## src/rtl/uart_rx.sv

```systemverilog
// uart_rx: 8N1 serial receiver with two-flop synchroniser, mid-bit sampling and a receive buffer.
// Define UART_RX_FIFO_EN for a FIFO_DEPTH-entry circular buffer; otherwise a single holding register is used.
module uart_rx #(
  parameter int CLKS_PER_BIT = 434,
  parameter int FIFO_DEPTH   = 4
) (
  input  logic       clk_i,
  input  logic       reset_i,
  input  logic       rxd_i,
  input  logic       rd_i,
  input  logic       clr_i,
  output logic [7:0] data_o,
  output logic       valid_o,
  output logic       overrun_o,
  output logic       frame_err_o
);
  localparam int CW = $clog2(CLKS_PER_BIT);
  localparam logic [CW-1:0] HALF_LAST = CW'(CLKS_PER_BIT / 2 - 1);
  localparam logic [CW-1:0] BIT_LAST  = CW'(CLKS_PER_BIT - 1);

  typedef enum logic [1:0] {IDLE, START, DATA, STOP} state_e;

  state_e          state_q, state_d;
  logic            rxs_meta_q, rxs_q, rxs_dly_q;
  logic [CW-1:0]   clk_cnt_q, clk_cnt_d;
  logic [2:0]      bit_cnt_q, bit_cnt_d;
  logic [7:0]      shift_q, shift_d;
  logic            push, frame_set, overrun_set;
  logic            do_push, do_pop;
  logic            valid_q, valid_d;
  logic [7:0]      data_q, head_d;
  logic            overrun_q, overrun_d, frame_err_q, frame_err_d;

  always_comb begin
    state_d   = state_q;
    clk_cnt_d = clk_cnt_q + CW'(1);
    bit_cnt_d = bit_cnt_q;
    shift_d   = shift_q;
    push      = 1'b0;
    frame_set = 1'b0;
    case (state_q)
      IDLE: begin
        clk_cnt_d = '0;
        if (rxs_dly_q && !rxs_q) state_d = START;
      end
      START: begin
        if (clk_cnt_q == HALF_LAST) begin
          clk_cnt_d = '0;
          bit_cnt_d = '0;
          state_d   = rxs_q ? IDLE : DATA;
        end
      end
      DATA: begin
        if (clk_cnt_q == BIT_LAST) begin
          clk_cnt_d = '0;
          shift_d   = {rxs_q, shift_q[7:1]};
          bit_cnt_d = bit_cnt_q + 3'd1;
          if (bit_cnt_q == 3'd7) state_d = STOP;
        end
      end
      STOP: begin
        if (clk_cnt_q == BIT_LAST) begin
          clk_cnt_d = '0;
          state_d   = IDLE;
          push      = rxs_q;
          frame_set = !rxs_q;
        end
      end
      default: state_d = IDLE;
    endcase
  end

`ifdef UART_RX_FIFO_EN
  localparam int AW = $clog2(FIFO_DEPTH);

  logic [AW:0] wr_ptr_q, wr_ptr_d, rd_ptr_q, rd_ptr_d;
  logic [7:0]  mem_q [FIFO_DEPTH];
  logic        empty, full;

  assign empty       = (wr_ptr_q == rd_ptr_q);
  assign full        = (wr_ptr_q[AW-1:0] == rd_ptr_q[AW-1:0]) && (wr_ptr_q[AW] != rd_ptr_q[AW]);
  assign do_pop      = rd_i && !empty;
  assign do_push     = push && (!full || do_pop);
  assign overrun_set = push && full && !do_pop;
  assign wr_ptr_d    = wr_ptr_q + (AW+1)'(do_push);
  assign rd_ptr_d    = rd_ptr_q + (AW+1)'(do_pop);
  assign valid_d     = (wr_ptr_d != rd_ptr_d);

  // The incoming byte bypasses the array when it lands in the slot that becomes the head.
  always_comb begin
    head_d = mem_q[rd_ptr_d[AW-1:0]];
    if (do_push && (wr_ptr_q[AW-1:0] == rd_ptr_d[AW-1:0])) head_d = shift_q;
  end

  always_ff @(posedge clk_i) begin
    if (do_push) mem_q[wr_ptr_q[AW-1:0]] <= shift_q;
  end

  always_ff @(posedge clk_i or negedge reset_i) begin
    if (!reset_i) begin
      wr_ptr_q <= '0;
      rd_ptr_q <= '0;
    end else begin
      wr_ptr_q <= wr_ptr_d;
      rd_ptr_q <= rd_ptr_d;
    end
  end
`else
  localparam int unused_fifo_depth = FIFO_DEPTH;

  assign do_pop      = rd_i && valid_q;
  assign do_push     = push && (!valid_q || do_pop);
  assign overrun_set = push && valid_q && !do_pop;
  assign valid_d     = do_push || (valid_q && !do_pop);
  assign head_d      = do_push ? shift_q : data_q;
`endif

  // Set has priority over clear on the sticky flags.
  assign overrun_d   = overrun_set || (overrun_q && !clr_i);
  assign frame_err_d = frame_set || (frame_err_q && !clr_i);

  always_ff @(posedge clk_i or negedge reset_i) begin
    if (!reset_i) begin
      rxs_meta_q  <= 1'b1;
      rxs_q       <= 1'b1;
      rxs_dly_q   <= 1'b1;
      state_q     <= IDLE;
      clk_cnt_q   <= '0;
      bit_cnt_q   <= '0;
      shift_q     <= '0;
      valid_q     <= 1'b0;
      data_q      <= '0;
      overrun_q   <= 1'b0;
      frame_err_q <= 1'b0;
    end else begin
      rxs_meta_q  <= rxd_i;
      rxs_q       <= rxs_meta_q;
      rxs_dly_q   <= rxs_q;
      state_q     <= state_d;
      clk_cnt_q   <= clk_cnt_d;
      bit_cnt_q   <= bit_cnt_d;
      shift_q     <= shift_d;
      valid_q     <= valid_d;
      data_q      <= head_d;
      overrun_q   <= overrun_d;
      frame_err_q <= frame_err_d;
    end
  end

  assign data_o      = data_q;
  assign valid_o     = valid_q;
  assign overrun_o   = overrun_q;
  assign frame_err_o = frame_err_q;
endmodule

```

## config.mk

```make
export PLATFORM = sky130hd
export DESIGN_NAME = uart_rx
export DESIGN_NICKNAME = d
export VERILOG_FILES = /design/src/rtl/uart_rx.sv
export SDC_FILE = /design/constraint.sdc
export NUM_CORES = 1
export LEC_CHECK = 0
export BUFFER_PORTS_ARGS = -buffer_cell sky130_fd_sc_hd__buf_2
export CAP_MARGIN = 0
export CORE_ASPECT_RATIO = 0.9
export CORE_MARGIN = 2
export CORE_UTILIZATION = 45
export CTS_CLUSTER_DIAMETER = 120
export DETAILED_ROUTE_END_ITERATION = 16
export HOLD_SLACK_MARGIN = 0.02
export PLACE_DENSITY_LB_ADDON = 0.12
export SLEW_MARGIN = 25
export SYNTH_ARGS = -nofsm -noshare
export SYNTH_HDL_FRONTEND = slang
export SYNTH_SLANG_ARGS = --single-unit
```

## constraint.sdc

```tcl
create_clock -name clk_i -period 3.95 [get_ports clk_i]
set_clock_uncertainty 0.2 [all_clocks]
set_input_delay 0.5925 -clock clk_i [delete_from_list [all_inputs] [get_ports clk_i]]
set_output_delay 0.5925 -clock clk_i [all_outputs]
set_load 0.05 [all_outputs]
```

# Word-level counts from Yosys, hierarchy flattened
# Index checks and enable logic that the tools add are counted.
[word_totals]
out_inout_bits = 11
mem_bits_rw = 0
latch_bits = 0
ff_bits = 36
elab_cells = 63
mem_bits_ro = 0
mem_count = 0
[classes]
bitwise = 0
n_reduce_logical = 22
shift = 0
div_mod_pow = 0
eq_ne = 11
n_addsub = 2
magnitude_cmp = 0
n_mul = 0
n_mux = 17
[op_table]
columns = ["operator", "count"]
rows = [
  ["$pmux 9 s3", 1],
  ["$mux 9", 2],
  ["$mux 2", 6],
  ["$ne 2x2->1 const B", 5],
  ["$add 9x1->9 const B", 1],
  ["$eq 9x8->1 const B", 1],
  ["$eq 9x9->1 const B", 1],
  ["$logic_and 1x1->1", 8],
  ["$pmux 2 s4", 1],
  ["$mux 3", 2],
  ["$pmux 3 s2", 1],
  ["$reduce_and 5->1", 1],
  ["$eq 2x2->1 const B", 2],
  ["$logic_not 1->1", 4],
  ["$logic_or 1x1->1", 4],
  ["$mux 1", 4],
  ["$add 3x1->3 const B", 1],
  ["$eq 3x3->1 const B", 1],
  ["$reduce_and 3->1", 1],
  ["$eq 2x1->1 const B", 1],
  ["$logic_not 2->1", 1],
  ["$reduce_and 2->1", 1],
  ["$reduce_bool 2->1", 1],
  ["$reduce_or 2->1", 1],
]

# Depth between registers and ports, before layout
# Gate-level depths: netlist (run 1).
[depth]
word_depth = 6
ltp_mapped = 6
depth_no_buf = 5

# Worst setup path before layout (run 1)
# Ideal clock, no wire load.
[synth_timing]
path_type = "reg2reg"
from = "register clk_cnt_q[1]"
to = "register data_q[0], in the netlist data_o[0]"
arrival_time_ns = 1.676
t_required_ns = 3.625
n_path_buf = 1
path_slack_ns = 1.950
period_less_slack_ns = 2.000
path_stages_with_launch = 7
path_cell_list = "dfrtp_1 > inv_1 > ha_1 > nand4bb_1 > buf_2 > nor4b_4 > mux2_2"
[synth_between]
elab_chain_len = 4
[synth_rtl]
columns = ["element", "line", "source"]
rows = [
  ["from (decl)", "25", "logic [CW-1:0] clk_cnt_q, clk_cnt_d;"],
  ["from (signal assigned)", "140", "clk_cnt_q <= clk_cnt_d;"],
  ["$eq 9x9->1", "62", "if (clk_cnt_q == BIT_LAST) begin"],
  ["$mux 1", "62", ""],
  ["$mux 1", "41", "case (state_q)"],
  ["$logic_and 1x1->1", "112", "assign do_push = push && (!valid_q || do_pop);"],
  ["to (signal assigned)", "132", "data_q <= '0;"],
  ["to (signal assigned)", "144", "data_q <= head_d;"],
  ["to (decl)", "31", "logic [7:0] data_q, head_d;"],
]
# No other way between the ends.
# A chain may end at the register's enable or synchronous reset.

# Worst setup path in the final report (run 1)
[layout_timing]
from = "register clk_cnt_q[1]"
to = "register data_q[5], in the netlist data_o[5]"
# The elaborated chain is that of the path after synthesis.

==> results of run 1 <==
[through the flow]
| stage | total power, W | setup slack (ns) | hold WS [ns] | area (um2) | instances |
|---|---|---|---|---|---|
| 6_report | 0.000790 | 1.55 | 0.156 | 1820 | 193 |
| 5_1_grt | 0.000839 | 1.36 | 0.160 | 1820 | 193 |
| 4_1_cts | 0.000799 | 1.51 | 0.156 | 1820 | 193 |
| 3_5_place_dp | 0.000533 | 1.52 | 0.147 | 1730 | 185 |
| 3_3_place_gp | 0.000530 | 1.65 | 0.149 | 1730 | 185 |
| 2_1_floorplan | 0.000501 | 1.95 | 0.0969 | 1620 | 131 |
[sequential cells by signal, summed over array words and instances, names as in the netlist, named ones only]
name         flops
bit_cnt_q        3
clk_cnt_q        9
data_o           8
frame_err_o      1
overrun_o        1
rxs_dly_q        1
rxs_meta_q       1
rxs_q            1
shift_q          8
state_q          1
valid_o          1
[power groups by stage]
stage / sequential [W] / clock (W) / combinational (W)
2_1_floorplan: 0.000432 / 0 / 0.0000686
3_3_place_gp: 0.000443 / 0 / 0.0000870
3_5_place_dp: 0.000444 / 0 / 0.0000893
4_1_cts: 0.000437 / 0.000272 / 0.0000905
5_1_grt: 0.000446 / 0.000289 / 0.000105
6_report: 0.000438 / 0.000263 / 0.0000886
[final cells by class]
class | count | share of cell area, %
Multi-Input combinational cell | 83 | 36.5
Timing Repair Buffer | 15 | 4.13
Clock buffer | 6 | 4.54
Sequential cell | 36 | 49.8
Inverter | 7 | 1.45
Tap cell | 44 | 3.03
Clock inverter | 2 | 0.551
[logic make-up after synthesis]
kind of cell / Yosys count
flops: 36
simple gates: 30
compound gates: 29
mux: 16
buf+inv: 12
fa+ha+maj: 5
xor+xnor: 3
[critical path, stage by stage (launching register included)]
cell and delay, ns:
dfrtp_1 0.40, inv_1 0.08, ha_1 0.14, nand4bb_1 0.37, nor4b_4 0.69, mux2_2 0.40
[layer usage]
metal  up-vias  GRT usage, %  share of wire (%)
li1        522             -                  -
met1       523          22.5                 49
met2        22          24.9                 45
met3         4          4.45                5.0
met4         0          11.1                1.1
met5         -             0                  0
[layout by cell type (no fill, tap or decap), types with 2 or more instances in the layout]
cell type / count
a21oi_1: 5
xor2_1: 2
mux2_2: 16
nand2b_1: 2
or3_1: 5
clkinv_2: 2
nor4_1: 2
ha_1: 5
inv_1: 7
a22oi_1: 4
or4_1: 2
o311ai_0: 2
nand4bb_1: 2
clkbuf_8: 6
buf_2: 15
o31ai_1: 2
nand4b_1: 2
nand2_1: 4
dfstp_2: 3
nand3_1: 6
o32ai_1: 2
o21ai_0: 8
dfrtp_1: 33
[path summary, 6_finish.rpt]
kind | endpoint | cells past startpoint | slack (ns) | from
setup reg to reg | data_o[5] | 5 | 1.55 | clk_cnt_q[1]
max in group asynchronous | shift_q[3] | 1 | 2.89 | reset_i
hold reg to reg | rxs_q | 0 | 0.16 | rxs_meta_q
min in group asynchronous | state_q[0] | 1 | 0.18 | reset_i
setup / recovery | data_o[5] | 5 | 1.55 | clk_cnt_q[1]
hold / removal | rxs_q | 0 | 0.16 | rxs_meta_q
==> results by group, run 1 <==
Outcome
  • Outcome: completed

Routing
  • WL per Instance: 14.9 um
  • DR vias/cell: 5.55
  • TritonRoute pass-1 iters: 4
  • DR iter-0 viols: 88
  • Post-detailed-route count of antenna-violating nets: 0
  • WL final: 2880 um
  • DRC viols: 0
  • Vias after detailed routing: 1,071

Logic synthesis
  • Main flop type after synthesis: dfrtp_1
  • Most common cell in the netlist: dfrtp_1
  • Largest family of logic cells by synthesized area: simple AND/OR/NAND/NOR gates
  • Sequential area share after synthesis: 55.9%
  • Synth Area in Compound Gates: 11.7%
  • Adder-Cell Fraction of Synth Area: 3.87%
  • Post-Synth XOR/XNOR Area: 1.62%
  • FF+latch count, synth: 36
  • Ys async rst share: 100%
  • Cell variety after synth: 34
  • Post-Syn Area: 0.00162 mm2
  • Top cell type's share of synthesized area: 51.0%
  • Number of synthesized flops with an enable pin: 0
  • Largest cells by area after synthesis: dfrtp_1 51%, mux2_2 11%, dfstp_2 4.9%
  • Most frequent cells after synthesis: 33 x dfrtp_1, 16 x mux2_2, 8 x o21ai_0
  • Gate Count Post-Synth: 131
  • Dominant cell type by area after synthesis: dfrtp_1
  • Simple-gate area share of the yosys netlist: 12.8%
  • Yosys warnings: 0
  • Post-synthesis mux area share: 11.1%
  • Synth Net Count: 141
  • Avg Cell Area, Syn: 12.3 um2

Floorplan
  • Die footprint: 0.00409 mm2
  • Die width: 67.2 um
  • Core area: 0.00340 mm2
  • Initial Util: 47.5%
  • Row count: 20
  • Die height: 60.9 um
  • Ports: 16

Pwr
  • PD cells: 434 mW/mm2
  • Cell Int Power: 0.000577 W
  • Sw frac: 26.9%
  • Register share of total power: 55.5%
  • Lkg Pwr: 0.859 nW
  • Net switching power: 0.000212 W
  • Worst VDD drop: 0.217 mV
  • Combinational share of power: 11.2%
  • Clk pwr share: 33.3%

Clock network
  • Post-CTS Hold Fix Bufs: 0
  • H-tree levels: 2
  • CTS Sinks: 36
  • Post-CTS Setup Repair Bufs: 0
  • Clock transition at path regs: 0.07 ns
  • Clock latency at the later pin of the worst-skew pair: 0.29 ns
  • Post-CTS Resized: 0
  • Max Root-Sink Buffers: 2
  • Num CTS Buffers: 5
  • TritonCTS clock tree: built
  • CTS root buf: clkbuf_8

Global route
  • GRT Total Usage: 17.0%
  • First-pass GRT wire length: 4930 um
  • Largest net degree at the start of global routing: 37
  • Vias in the first global route: 1,071
  • Initial antenna violation count: 0
  • Grt total ovfl: 0

Finish
  • Fin util: 53.4%
  • Layout area overhead: 12.4%
  • Footprint of the multi-input gates: 664 um2
  • Layout cells sized above 1: 29.5%
  • Filler instances: 306
  • ANT cells: 0
  • # nets final: 158
  • Register area: 905 um2

STA
  • Final setup violation count: 0
  • Worst-Margin Slew: 0.770 ns
  • RSZ-0062 raised after global routing: no
  • Setup_tns: 0 ns
  • Final Hold Vio Count: 0
  • Min Tclk post-route: 2.40 ns
  • Max_slew headroom: 48.6%
  • Period utilisation layout: 60.6%
  • Fin. max-slew vios: 0
  • Fmax: 417 MHz

Setup path
  • Startpoint Class: flop
  • Data required, critical path: 3.92 ns
  • Crit path kind: flop to flop
  • Data arrival, critical path: 2.37 ns
  • Setup crit end kind: flop
  • Critical Path Fanout Max: 11

Placement
  • Global placement routability congestion: 0.802
  • IO buf count: 15
  • Post-DP HPWL: 2010 um

Worst hold path
  • Hold Path Class: flop to flop

Run
  • Max Cap Viol: 0
Note: power is estimated with default switching activity, not from simulation.
==> run 2: changes to the inputs <==
Clock period 3.95 ns to 2.1 ns, I/O delays scaled along.
==> results by group, run 2 (synthesis gave the netlist of run 1 again) <==
Outcome
  • Outcome: completed

Clock network
  • H-tree levels: 2 (unchanged)
  • Max Root-Sink Buffers: 2 (unchanged)
  • TritonCTS clock tree: built
  • Num CTS Buffers: 5 (unchanged)
  • Clock transition at path regs: 0.06 ns (about the same)
  • Clock latency at the later pin of the worst-skew pair: 0.27 ns (-0.02 ns)
  • CTS root buf: clkbuf_8
  • CTS Sinks: 36 (unchanged)

Finish
  • Finished Layout Cells: 206 (+6.7%)
  • Largest register FFs: 9 (unchanged)
  • Fin util: 56.6% (+3.2 points)
  • Highest-count cells in the layout ignoring fill and taps: 33 x dfrtp_1, 16 x mux2_2, 15 x buf_2
  • # nets final: 171 (+8.2%)
  • Layout area overhead: 19.1%
  • Layout cells sized above 1: 33.3% (+3.8 points)
  • ANT cells: 0 (unchanged)
  • Most common cell after layout, fill and taps aside: dfrtp_1
  • Top reg by flops: clk_cnt_q
  • Final Cell Area: 0.00193 mm2 (+6.0%)

Floorplan
  • Die footprint: 0.00409 mm2 (unchanged)
  • Ports: 16 (unchanged)
  • Die height: 60.9 um (unchanged)
  • Core area: 0.00340 mm2 (unchanged)
  • Die width: 67.2 um (unchanged)
  • Row count: 20 (unchanged)
  • Initial Util: 47.5% (unchanged)

STA
  • Min Tclk post-route: 2.00 ns (-0.400 ns)
  • Final Hold Vio Count: 0 (unchanged)
  • Final setup violation count: 0 (unchanged)
  • Fmax: 501 MHz (+20%)
  • Max_slew headroom: 47.5% (-1.2 points)
  • Setup_tns: 0 ns (unchanged)
  • Period utilisation layout: 95.0% (+34 points)
  • RSZ-0062 raised after global routing: no
  • Worst-Margin Slew: 0.788 ns (+0.0174 ns)
  • Fin. max-slew vios: 0 (unchanged)

Pwr
  • Net switching power: 0.000395 W (+86%)
  • Lkg Pwr: 0.918 nW (+6.9%)
  • Register share of total power: 50.8% (-4.7 points)
  • Sw frac: 25.5% (-1.4 points)
  • Worst VDD drop: 0.443 mV (+100%)
  • Total power: 0.00155 W (+96%)
  • Cell Int Power: 0.00115 W (+99%)
  • Combinational share of power: 18.1% (+6.9 points)
  • Clk pwr share: 31.1% (-2.2 points)
  • PD cells: 803 mW/mm2 (+85%)

Setup path
  • Slowest cell on the critical path: dfrtp_1
  • Data required, critical path: 2.06 ns (-1.86 ns)
  • Setup crit end kind: flop
  • Critical Path Fanout Max: 11 (unchanged)
  • Startpoint Class: flop
  • CP cell instances: inv_1 -> ha_1 -> nand4bb_1 -> buf_4 -> nor4b_4 -> buf_6 -> mux2_2
  • Critical Path Max Stage Delay: 0.40 ns (-0.29 ns)
  • Data arrival, critical path: 1.95 ns (-0.42 ns)
  • Crit path kind: flop to flop

Placement
  • IO buf count: 15 (unchanged)
  • Post-DP HPWL: 2070 um (+3.0%)
  • Global placement routability congestion: 0.778 (-3.0%)
  • Post-DP Area: 0.00180 mm2 (+4.4%)
  • Placed cells: 195 (+5.4%)

Global route
  • Grt total ovfl: 0 (unchanged)
  • GRT Total Usage: 16.7% (-0.32 points)
  • Initial antenna violation count: 0 (unchanged)
  • Vias in the first global route: 1,096 (+2.3%)
  • First-pass GRT wire length: 5040 um (+2.1%)
  • Largest net degree at the start of global routing: 37 (unchanged)

Routing
  • DR iter-0 viols: 75 (-15%)
  • DRC viols: 0 (unchanged)
  • Vias after detailed routing: 1,105 (+3.2%)
  • TritonRoute pass-1 iters: 4 (unchanged)
  • WL final: 3000 um (+4.1%)
  • WL per Instance: 14.5 um (-2.5%)
  • DR vias/cell: 5.36 (-3.3%)
  • Post-detailed-route count of antenna-violating nets: 0 (unchanged)

Worst hold path
  • Hold Path Class: input pin to flop

Run
  • Max Cap Viol: 0 (unchanged)
run 2: cell types whose count changed in the layout (fill, tap and decap cells not counted), sizes merged:
cell,before,now
dlygate4sd3,0,2
clkbuf,6,8
clkinv,2,0
buf,15,26
run 2: repair_timing:
action                     4_1_cts  5_1_grt
buffers inserted                 0        1
hold buffers                     2        0
setup endpoints to repair        2        8
gates cloned                     0        0
hold endpoints to repair        34        0
resized for setup                1        1
run 2: routing by layer:
layer	global-route usage, %	up-vias	wire length (um)	part of all wire [%]
li1	-	547	-	-
met3	4.45	2	95	3.2
met1	23.9	543	1550	52
met2	24.8	13	1340	45
met5	0	-	0	0
met4	5.54	0	14	0.47
run 2: area by class of cell:
class	count	area (um2)
inverters	7	26.3
repair buffers	28	181
clock buffers	8	90.1
multi-input cells	83	669
well taps	44	55.1
flip-flops and latches	36	905
fillers	307	1480
run 2: worst max-delay path: cells and delay by family (launching register included):
family                   cells  cell delay, ns
AND/OR/NAND/NOR              2            0.36
multiplexers                 1            0.34
buffers and inverters        3            0.45
adder cells (fa/ha/maj)      1            0.14
flip-flops                   1            0.40
run 2: metrics by stage:
stage	hold WS [ns]	setup slack (ns)
6_report	0.0473	0.105
5_1_grt	0.0483	0.00387
3_5_place_dp	0.147	-0.000816
2_1_floorplan	-0.181	0.0996
4_1_cts	0.0452	0.0706
3_3_place_gp	0.149	0.0727
run 2: power groups by stage:
stage,registers [W],clock network (W),logic (W)
after floorplan,0.000813,0,0.000129
final,0.000785,0.000481,0.000281
after detailed placement,0.000796,0,0.000265
after global placement,0.000794,0,0.000259
after CTS,0.000785,0.000497,0.000269
after global routing,0.000792,0.000539,0.000323
run 2: path summary, 6_finish.rpt:
| check | cells after the start | slack, ns | from | end |
|---|---|---|---|---|
| worst max-delay path | 7 | 0.10 | clk_cnt_q[1] | data_o[0] |
| worst min-delay path | 2 | 0.05 | clr_i | frame_err_o |
| worst max register to register | 7 | 0.10 | clk_cnt_q[1] | data_o[0] |
| worst min register to register | 0 | 0.16 | rxs_meta_q | rxs_q |
| max in group asynchronous | 2 | 0.75 | reset_i | clk_cnt_q[7] |
| min in group asynchronous | 2 | 0.46 | reset_i | clk_cnt_q[5] |
